**config.mk**
```make
export PLATFORM = sky130hd
export DESIGN_NAME = agc_gain_ctrl
export DESIGN_NICKNAME = d
export VERILOG_FILES = /design/src/rtl/agc_pkg.sv /design/src/rtl/agc_gain_mult.sv /design/src/rtl/agc_gain_ctrl.sv
export SDC_FILE = /design/constraint.sdc
export NUM_CORES = 1
export LEC_CHECK = 0
export CAP_MARGIN = 5
export CORE_MARGIN = 2
export CORE_UTILIZATION = 55
export CTS_CLUSTER_SIZE = 16
export DETAILED_ROUTE_END_ITERATION = 16
export PLACE_DENSITY = 0.75
export REMOVE_ABC_BUFFERS = 1
export SLEW_MARGIN = 20
export SYNTH_ARGS = -nofsm -noshare
export SYNTH_HDL_FRONTEND = slang
export SYNTH_SLANG_ARGS = --single-unit
```
**constraint.sdc**
```tcl
create_clock -name clk -period 11.5 [get_ports clk]
set_clock_uncertainty 0.05 [all_clocks]
set_input_delay 2.875 -clock clk [delete_from_list [all_inputs] [get_ports clk]]
set_output_delay 2.875 -clock clk [all_outputs]
set_load 0.005 [all_outputs]
```
**src/rtl/agc_pkg.sv**
```systemverilog
// Shared AGC definitions: gain Q-format constants and the loop-control state encoding.
package agc_pkg;

  localparam int AGC_GAIN_FRAC  = 12;
  localparam int AGC_GAIN_UNITY = 1 << AGC_GAIN_FRAC;

  typedef enum logic [1:0] {
    ST_IDLE = 2'd0,
    ST_CMP  = 2'd1,
    ST_UPD  = 2'd2
  } agc_state_e;

endpackage

```
**src/rtl/agc_gain_mult.sv**
```systemverilog
// Two-stage sample gain pipeline: signed multiply by an unsigned Q gain, then
// round-half-up, saturate and flag clipping.
module agc_gain_mult
  import agc_pkg::*;
#(
  parameter int DATA_WIDTH = 16,
  parameter int GAIN_WIDTH = 16,
  parameter int GAIN_FRAC  = AGC_GAIN_FRAC
) (
  input  logic                         clk,
  input  logic                         rst,
  input  logic signed [DATA_WIDTH-1:0] i_data,
  input  logic                         i_valid,
  input  logic        [GAIN_WIDTH-1:0] i_gain,
  output logic signed [DATA_WIDTH-1:0] o_data,
  output logic                         o_valid,
  output logic                         o_sat
);

  localparam int PW = DATA_WIDTH + GAIN_WIDTH + 1;
  localparam int RW = PW + 1;

  localparam logic signed [RW-1:0] ROUND_BIAS =
    {{(RW-GAIN_FRAC){1'b0}}, 1'b1, {(GAIN_FRAC-1){1'b0}}};
  localparam logic signed [RW-1:0] SAT_MAX =
    {{(RW-DATA_WIDTH+1){1'b0}}, {(DATA_WIDTH-1){1'b1}}};
  localparam logic signed [RW-1:0] SAT_MIN =
    {{(RW-DATA_WIDTH+1){1'b1}}, {(DATA_WIDTH-1){1'b0}}};

  logic signed [PW-1:0]         prod_reg;
  logic                         v1_reg;
  logic signed [RW-1:0]         rounded;
  logic signed [DATA_WIDTH-1:0] data_next;
  logic                         sat_next;
  logic signed [DATA_WIDTH-1:0] data_reg;
  logic                         valid_reg;
  logic                         sat_reg;

  always_ff @(posedge clk) begin
    if (rst) begin
      prod_reg <= '0;
      v1_reg   <= 1'b0;
    end else begin
      v1_reg <= i_valid;
      if (i_valid) begin
        prod_reg <= $signed(i_data) * $signed({1'b0, i_gain});
      end
    end
  end

  // Extra headroom bit keeps the rounding add from wrapping before the shift.
  always_comb begin
    rounded   = ($signed({prod_reg[PW-1], prod_reg}) + ROUND_BIAS) >>> GAIN_FRAC;
    data_next = rounded[DATA_WIDTH-1:0];
    sat_next  = 1'b0;
    if (rounded > SAT_MAX) begin
      data_next = {1'b0, {(DATA_WIDTH-1){1'b1}}};
      sat_next  = 1'b1;
    end else if (rounded < SAT_MIN) begin
      data_next = {1'b1, {(DATA_WIDTH-1){1'b0}}};
      sat_next  = 1'b1;
    end
  end

  always_ff @(posedge clk) begin
    if (rst) begin
      data_reg  <= '0;
      valid_reg <= 1'b0;
      sat_reg   <= 1'b0;
    end else begin
      valid_reg <= v1_reg;
      sat_reg   <= v1_reg & sat_next;
      if (v1_reg) begin
        data_reg <= data_next;
      end
    end
  end

  assign o_data  = data_reg;
  assign o_valid = valid_reg;
  assign o_sat   = sat_reg;

endmodule

```
**src/rtl/agc_gain_ctrl.sv**
```systemverilog
// Closed-loop AGC: compares window levels with a target, steps a clamped gain
// with hysteresis and lock tracking, and applies the gain to the sample stream.
module agc_gain_ctrl
  import agc_pkg::*;
#(
  parameter int DATA_WIDTH = 16,
  parameter int GAIN_WIDTH = 16,
  parameter int GAIN_FRAC  = AGC_GAIN_FRAC,
  parameter int GAIN_INIT  = AGC_GAIN_UNITY,
  parameter int GAIN_MIN   = 256,
  parameter int GAIN_MAX   = 32767,
  parameter int STEP_SHIFT = 4,
  parameter int LOCK_COUNT = 4
) (
  input  logic                         clk,
  input  logic                         rst,
  input  logic        [DATA_WIDTH-1:0] i_level,
  input  logic                         i_level_valid,
  input  logic        [DATA_WIDTH-1:0] i_target,
  input  logic        [DATA_WIDTH-1:0] i_hyst,
  input  logic                         i_freeze,
  input  logic signed [DATA_WIDTH-1:0] i_data,
  input  logic                         i_valid,
  output logic signed [DATA_WIDTH-1:0] o_data,
  output logic                         o_valid,
  output logic                         o_sat,
  output logic        [GAIN_WIDTH-1:0] o_gain,
  output logic                         o_gain_valid,
  output logic                         o_locked,
  output logic                         o_overrun
);

  localparam int EW  = DATA_WIDTH + 1;
  localparam int SW  = GAIN_WIDTH + 2;
  localparam int LCW = $clog2(LOCK_COUNT + 1);

  localparam logic [LCW-1:0]        LOCK_MAX = LCW'(LOCK_COUNT);
  localparam logic signed [SW-1:0]  GMIN_S   = SW'(GAIN_MIN);
  localparam logic signed [SW-1:0]  GMAX_S   = SW'(GAIN_MAX);

  agc_state_e state_reg, state_next;
  logic latch_en, cmp_en, upd_en, overrun_next;

  logic [DATA_WIDTH-1:0] level_reg, target_reg, hyst_reg;
  logic signed [EW-1:0]  err_reg, err_next, err_abs, shifted, delta;
  logic                  inband_reg, inband_next;
  logic [LCW-1:0]        lock_cnt_reg, lock_cnt_next;
  logic                  locked_reg;
  logic [GAIN_WIDTH-1:0] gain_reg, gain_next;
  logic signed [SW-1:0]  gain_sum;
  logic                  gain_valid_reg, overrun_reg;

  always_ff @(posedge clk) begin
    if (rst) begin
      state_reg <= ST_IDLE;
    end else begin
      state_reg <= state_next;
    end
  end

  always_comb begin
    state_next = state_reg;
    case (state_reg)
      ST_IDLE: if (i_level_valid) state_next = ST_CMP;
      ST_CMP:  state_next = ST_UPD;
      ST_UPD:  state_next = ST_IDLE;
      default: state_next = ST_IDLE;
    endcase
  end

  always_comb begin
    latch_en     = 1'b0;
    cmp_en       = 1'b0;
    upd_en       = 1'b0;
    overrun_next = 1'b0;
    case (state_reg)
      ST_IDLE: latch_en = i_level_valid;
      ST_CMP: begin
        cmp_en       = 1'b1;
        overrun_next = i_level_valid;
      end
      ST_UPD: begin
        upd_en       = 1'b1;
        overrun_next = i_level_valid;
      end
      default: overrun_next = i_level_valid;
    endcase
  end

  always_comb begin
    err_next    = $signed({1'b0, target_reg}) - $signed({1'b0, level_reg});
    err_abs     = err_next[EW-1] ? -err_next : err_next;
    inband_next = (err_abs <= $signed({1'b0, hyst_reg}));
    if (!inband_next) begin
      lock_cnt_next = '0;
    end else if (lock_cnt_reg == LOCK_MAX) begin
      lock_cnt_next = lock_cnt_reg;
    end else begin
      lock_cnt_next = lock_cnt_reg + 1'b1;
    end
  end

  // Small errors still nudge the gain by one LSB so the loop cannot stall short of target.
  always_comb begin
    shifted = err_reg >>> STEP_SHIFT;
    delta   = shifted;
    if (shifted == 0 && err_reg != 0) begin
      delta = err_reg[EW-1] ? '1 : EW'(1);
    end
    gain_sum = $signed({2'b00, gain_reg}) + SW'(delta);
    if (gain_sum < GMIN_S) begin
      gain_next = GAIN_WIDTH'(GAIN_MIN);
    end else if (gain_sum > GMAX_S) begin
      gain_next = GAIN_WIDTH'(GAIN_MAX);
    end else begin
      gain_next = gain_sum[GAIN_WIDTH-1:0];
    end
  end

  always_ff @(posedge clk) begin
    if (rst) begin
      level_reg      <= '0;
      target_reg     <= '0;
      hyst_reg       <= '0;
      err_reg        <= '0;
      inband_reg     <= 1'b0;
      lock_cnt_reg   <= '0;
      locked_reg     <= 1'b0;
      gain_reg       <= GAIN_WIDTH'(GAIN_INIT);
      gain_valid_reg <= 1'b0;
      overrun_reg    <= 1'b0;
    end else begin
      overrun_reg    <= overrun_next;
      gain_valid_reg <= 1'b0;
      if (latch_en) begin
        level_reg  <= i_level;
        target_reg <= i_target;
        hyst_reg   <= i_hyst;
      end
      if (cmp_en) begin
        err_reg    <= err_next;
        inband_reg <= inband_next;
        if (!i_freeze) begin
          lock_cnt_reg <= lock_cnt_next;
          locked_reg   <= (lock_cnt_next == LOCK_MAX);
        end
      end
      if (upd_en && !inband_reg && !i_freeze) begin
        gain_reg       <= gain_next;
        gain_valid_reg <= (gain_next != gain_reg);
      end
    end
  end

  agc_gain_mult #(
    .DATA_WIDTH(DATA_WIDTH),
    .GAIN_WIDTH(GAIN_WIDTH),
    .GAIN_FRAC (GAIN_FRAC)
  ) u_mult (
    .clk    (clk),
    .rst    (rst),
    .i_data (i_data),
    .i_valid(i_valid),
    .i_gain (gain_reg),
    .o_data (o_data),
    .o_valid(o_valid),
    .o_sat  (o_sat)
  );

  assign o_gain       = gain_reg;
  assign o_gain_valid = gain_valid_reg;
  assign o_locked     = locked_reg;
  assign o_overrun    = overrun_reg;

endmodule
```
Word-level counts from Yosys, hierarchy flattened --
Index checks and enable logic that the tools add are counted.
Word-level totals: output and inout port bits 37, input bits 69, word-level logic and storage cells 63, register bits after elaboration 142
Operators by class: reduce and logical (&&, ||, !) cells 11, multiply operators 1, $add $sub $neg 5, equal/unequal tests 6, muxes and demuxes 16, $lt $le $gt $ge 5, bitwise operators 3
Operators by type and width (count):
- $mux W16 | 4
- $mux W17 | 3
- $add A33 B13 Y34 const B | 1
- $mul A16 B17 Y33 | 1
- $logic_not A32 Y1 | 1
- $reduce_bool A32 Y1 | 1
- $gt A22 B16 Y1 const B | 1
- $lt A22 B16 Y1 const B | 1
- $add A17 B17 Y18 | 1
- $gt A18 B16 Y1 const B | 1
- $lt A18 B10 Y1 const B | 1
- $le A17 B17 Y1 | 1
- $neg A17 Y17 | 1
- $sub A16 B16 Y17 | 1
- $ne A16 B16 Y1 | 1
- $eq A3 B3 Y1 const B | 2
- $mux W3 | 2
- $mux W1 | 5
- $pmux W2 S2 | 1
- $reduce_or A2 Y1 | 2
- $add A3 B1 Y3 const B | 1
- $logic_and A1 B1 Y1 | 3
- $eq A2 B1 Y1 const B | 1
- $eq A2 B2 Y1 const B | 1
- 7 further kinds | 9

Logic depth before layout (Yosys ltp) --
word-level depth 8, gate-level depth with buffers 26, gate-level depth less buffers 25

By module --
From an unflattened synthesis, not the netlist that was laid out.
Second synthesis, totals: cells, all modules 2026, area, all modules 16744.8 sq um
Modules (own cells, without submodules):
- agc_gain_mult | cells each 1178, seq. area each 820.8 sq um, area each 10361.2 sq um, times used 1
- agc_gain_ctrl | cells each 848, seq. area each 1801.7 sq um, area each 6383.6 sq um, times used 1

Least setup slack after synthesis --
OpenSTA, ideal clock, no wires.
kind input to register, start point input i_data[6], end point register u_mult.prod_reg[32], setup time 0.078 ns, setup slack 2.505 ns, stages on the path 23, data arrival time 8.867 ns, buffers on the path 1, data required time 11.372 ns, cell sequence clkbuf_1 nand2_1 fa_1 inv_1 fa_1 inv_1 fa_1 inv_1 fa_1 fa_1 fa_1 ha_1 a21o_1 a21o_1 a21o_1 a21o_1 a2111o_1 o21ai_0 o31ai_1 a31oi_1 nor3_1 a41o_1 nor3_1
On the way: word-level cells in the longest chain between the ends 1
Ends and longest elaborated chain:
- start, declared | line agc_gain_ctrl.sv:22 | input logic signed [DATA_WIDTH-1:0] i_data,
- $mul A16 B17 Y33 | line agc_gain_mult.sv:46 | prod_reg <= $signed(i_data) * $signed({1'b0, i_gain});
- end signal, assigned | line agc_gain_mult.sv:46
- end, declared | line agc_gain_mult.sv:30 | logic signed [PW-1:0] prod_reg;
No other way between the ends. A chain may end at the register's enable or synchronous reset.

Final worst setup path --
Ends and elaborated chain as after synthesis.

==> metrics.txt <==
Final #Nets between 2000 and 2500; CP top delay family adder cells; minimum clock period 9.68 ns; CTS resizes 0; Die Span Y 178 um; Initial Util between 50% and 60%; Mapped Cells between 2000 and 2500; Startpoint Class input pin; Via density ~5.6; clock root cell clkbuf_16; DP Cell Count 2430; Final Hold Fails 0; Setup-failing EPs final 0; initial antenna violation count 1; Avg Synthesized Cell Area 8.19 um^2; synth cell count leaders nand2_1 (318), inv_1 (286), fa_1 (195); gr busiest metal met2; P&R area growth vs syn 11.4%; Least-Margin Pin Slew 1.10 ns; Total GRT Usage 25.1%; Yosys Warn Count 0; Clock Path Buffers 2; die area about 32000 um^2; unrepaired setup endpoints after global routing no; row count 63; Rel. slew slack 26.4%; I/O Buffers roughly 110; Post-Route WL 38600 um; Worst-path clk slew 0.06 ns; Post-Layout Inst Area 18500 um^2; cell taking the most area after synthesis fa_1; most common cell in the netlist nand2_1; register bit count reported by yosys 131; Chip Width ~180 um; total iterations of the first detailed-routing run 5; clock sink count 131; wire length per cell 15.7 um; post-route insts no fill 2462; final core occ slightly above 60%; Seq/Total Area, Yosys approximately 16%; maximum vdd drop roughly 0.11 mV; vias in the first global route roughly 13000; Max Fclk 103 MHz; Critical Path RT 11.80 ns; hold crit path type register to register; GPL Wtd Cong 0.899; critical path class input pin to register; GR Layer Usage met1 between 30% and 40%; share of the synthesized area in the top cell type between 20% and 30%; Detailed Route Iter0 Violations 1035; met3 Resource Use GR 4.41%; DRC viols 0; final hold slack 0.406 ns; DR vias approximately 14000; Post-Synthesis Cell Area 16600 um^2; post-synth cell types 86; slowest CP cell clkdlybuf4s50_1; share of layout cells above drive strength 1 4.10%; CTS Buf Count 17; status finished, final reports clean; Final ANT Viol Nets 0; grt met2 use 41.3%; ranking of synthesized cells by area fa_1 (24%), dfxtp_1 (16%), ha_1 (13%); CP most frequent cell fa_1; WP buf/inv 4; Lkg Pwr 8.85 nW; placed wire-length estimate roughly 29000 um; largest net degree at the start of global routing 73; PD cells 97.8 nW/um^2; hold buffers post-CTS 0; EDFF count, synth 0; setup TNS 0 ns; Final period util 84.2%; crit-path cells clkdlybuf4s50_1, nand2_1, fa_1, inv_1, fa_1, inv_1, fa_1, inv_1, fa_1, fa_1, fa_1, ha_1, a21o_1, a21o_1, a21o_1, a21o_1, a2111o_1, o21ai_0, o31ai_1, a31oi_1, nor3_1, a41o_1, nor3_1; htree depth 4; Worst EP arrival around 10 ns; core area about 30000 um^2; global-route wire length before repair about 64000 um; CTS tree built; asr flop ratio synth 0%; post-CTS setup buffers 0; grt ovf 0; max reg flops 22; max incr delay on CP 0.88 ns; final slew viol count 0; crit path max fanout 16; Skew-Pair Late Insertion Delay between 0.4 and 0.5 ns; Placed Area 17900 um^2; maxcap violations 0; Synth Flop Type dfxtp_1; I/O Pins 106; Inserted Diodes 0; Worst setup EP type register
-- tightest hold or removal path, cell delays in order, from the launching register on --
cell and delay, ns:
dfxtp_1 0.30, nand2_1 0.05, a21oi_1 0.05
-- layer usage --
layer / wire, um / up-vias / share of wire (%)
met2: 18400 / 430 / 48
met1: 16600 / 6719 / 43
met4: 1280 / 2 / 3.3
li1: - / 6666 / -
met5: 7 / - / 0.018
met3: 2280 / 83 / 5.9
-- path summary, 6_finish.rpt --
path                            slack, ns                          endpoint  depth (start not counted)                    start
worst min register to register       0.41           err_reg[3]$_SDFFE_PP0N_                          2  err_reg[3]$_SDFFE_PP0N_
worst max-delay path                 1.82  u_mult.prod_reg[32]$_SDFFE_PP0P_                         23                i_data[6]
worst min-delay path                 0.41           err_reg[3]$_SDFFE_PP0N_                          2  err_reg[3]$_SDFFE_PP0N_
worst max register to register       4.12  u_mult.prod_reg[32]$_SDFFE_PP0P_                         22   o_gain[7]$_SDFFE_PP0P_
-- power by group --
group | leakage [nW] | internal, mW | switching, mW | total (mW)
sequential | 1.07 | 0.490 | 0.0338 | 0.524
clock | 0.304 | 0.358 | 0.231 | 0.588
combinational | 7.47 | 0.309 | 0.385 | 0.694
total | 8.85 | 1.16 | 0.649 | 1.81
-- final cells by class --
type | instances | area, um^2
Fill cell | 2596 | 11200
Sequential cell | 131 | 2620
Inverter | 286 | 1070
Clock buffer | 20 | 457
Multi-Input combinational cell | 1498 | 12500
Tap cell | 390 | 488
Timing Repair Buffer | 125 | 1200
Clock inverter | 12 | 166
-- metrics by stage --
step / power [mW] / worst slack [ns]
final: 1.81 / 1.82
after global routing: 1.93 / 1.44
after CTS: 1.82 / 1.86
after detailed placement: 1.22 / 1.44
after global placement: 1.20 / 1.54
after floorplan: 1.04 / 2.80
-- placed cells by master (no fill, tap or decap), types with 17 or more instances in the layout --
master           instances
dfxtp_1                131
nor3_1                  37
and2_1                  97
nand2b_1                22
a21oi_1                126
nand3_1                 22
nand2_1                318
buf_4                   21
clkdlybuf4s50_1        104
nor2_1                 119
xor2_1                  28
clkbuf_16               17
fa_1                   195
ha_1                   172
o21ai_0                 29
inv_1                  286
a21o_1                  33
xnor2_1                 43
mux2i_1                 21
-- cell families after synthesis --
logic type      Yosys count  synth area share (%)
flops                   131                  15.8
compound gates          332                  13.4
simple gates            706                  20.1
mux                      22                  1.34
xor+xnor                 71                  3.75
buf+inv                 396                  9.03
fa+ha+maj               367                  36.5
(Power assumes the default switching activity.)
==> RTL edit, RTL diff (config.mk and constraints unchanged) <==
Encoding of `agc_state_e`: now one-hot (3 bits for 3 states).
--- a/src/rtl/agc_pkg.sv
+++ b/src/rtl/agc_pkg.sv
@@ -6,6 +6,6 @@
 
-  typedef enum logic [1:0] {
-    ST_IDLE = 2'd0,
-    ST_CMP  = 2'd1,
-    ST_UPD  = 2'd2
+  typedef enum logic [2:0] {
+    ST_IDLE = 3'b001,
+    ST_CMP  = 3'b010,
+    ST_UPD  = 3'b100
   } agc_state_e;
Behaviour: no difference found for any inputs over 4 cycles, from zero or initial values and one cycle with rst high; so few cycles prove little.
==> RTL edit against the unedited design <==
Die area shrank 1.3%. Design area shrank 1.4%. Combinational power shrank 20%. Total power shrank 9.4%. Sequential cell count grew 1. Worst hold slack lost 0.0019 ns. Global-route usage grew 0.68 points. Area after synthesis shrank 1.3%. Largest power group is now the clock network. Core utilization shrank 0.56 points. Via count shrank 1.7%. Wire length shrank 0.72%. Worst setup slack lost 0.15 ns.
==> RTL edit: results (changes against the unedited design) <==
Run status
  • Status: complete, no violations

Critical path
  • R2R cell count: 21 (-4.5%)
  • Worst Path Arrival: 10.10 ns (+0.12 ns)
  • Worst r2r src: o_gain[3]
  • Reg2reg end: u_mult.prod_reg[30]
  • R2R setup slack: 3.94 ns (-0.18 ns)

Route
  • Max layer used: met4
  • DR iter-0 viols: 804 (-22%)
  • Met2 WL: 18,400 um (-0.16%)
  • Via-to-Cell Ratio: 5.58 (-1.1%)
  • WL met3: 2070 um (-8.9%)
  • Total Wirelength: 38,400 um (-0.72%)

Synth
  • Syn avg cell area: 8.14 um^2 (-0.58%)
  • Post-Synth Adder-Cell Area: 0.370 (+0.00486)
  • Post-synthesis sequential area ratio: 0.161 (+0.00333)
  • Post-Synth XOR/XNOR Area: 0.0375 (about the same)
  • Post-synth top cells: 316 x nand2_1, 287 x inv_1, 195 x fa_1

Global route
  • Initial antenna violation count: 0 (-1)
  • M3 GR Usage: 0.0370 (-0.00709)
  • Met2 Use GR: 0.436 (+0.0231)
  • Total track usage: 0.258 (+0.00682)
  • GR Util met1: 0.330 (+0.00193)

Hold path
  • Worst Hold End: hyst_reg[1]

Cells and area
  • Clock network share of area: 0.0331 (-0.000613)
  • Layout cell share with drive strength beyond 1: 0.0365 (-0.00454)
  • Post-Layout Inst Area: 18,200 um^2 (-1.4%)
  • Buffers outside the clock class: 121 (-3.2%)
  • Area occupied by multi-input gates: 12,200 um^2 (-1.9%)
  • FF+latch count: 132 (+0.76%)
  • Non-CTS inverters: 287 (+0.35%)

Power
  • Leak Pwr: 8.59 nW (-2.9%)
  • Peak VDD IR: 0.101 mV (-8.4%)
[RTL edit: report_power, final]
| part | leakage [nW] | internal [mW] | switching, mW | total [mW] |
|---|---|---|---|---|
| Sequential | 1.08 | 0.485 | 0.0230 | 0.509 |
| Clock | 0.289 | 0.343 | 0.232 | 0.576 |
| Combinational | 7.22 | 0.242 | 0.310 | 0.552 |
| Total | 8.59 | 1.07 | 0.565 | 1.64 |
[RTL edit: worst max path at each step]
stage / endpoint / slack [ns] / cells after the start
2_1_floorplan: u_mult.prod_reg[30] / 2.88 / 21
3_3_place_gp: u_mult.prod_reg[30] / 1.38 / 22
3_5_place_dp: u_mult.prod_reg[30] / 1.25 / 22
4_1_cts: u_mult.prod_reg[30] / 1.71 / 22
5_1_grt: u_mult.prod_reg[30] / 1.32 / 22
6_report: u_mult.prod_reg[30] / 1.67 / 22
[RTL edit: per-stage QoR]
step	util	hold WS, ns
floorplan	-	0.375
global placement	0.597	0.394
detailed placement	0.597	0.396
CTS	0.618	0.404
global route	0.618	0.419
finish	0.618	0.404
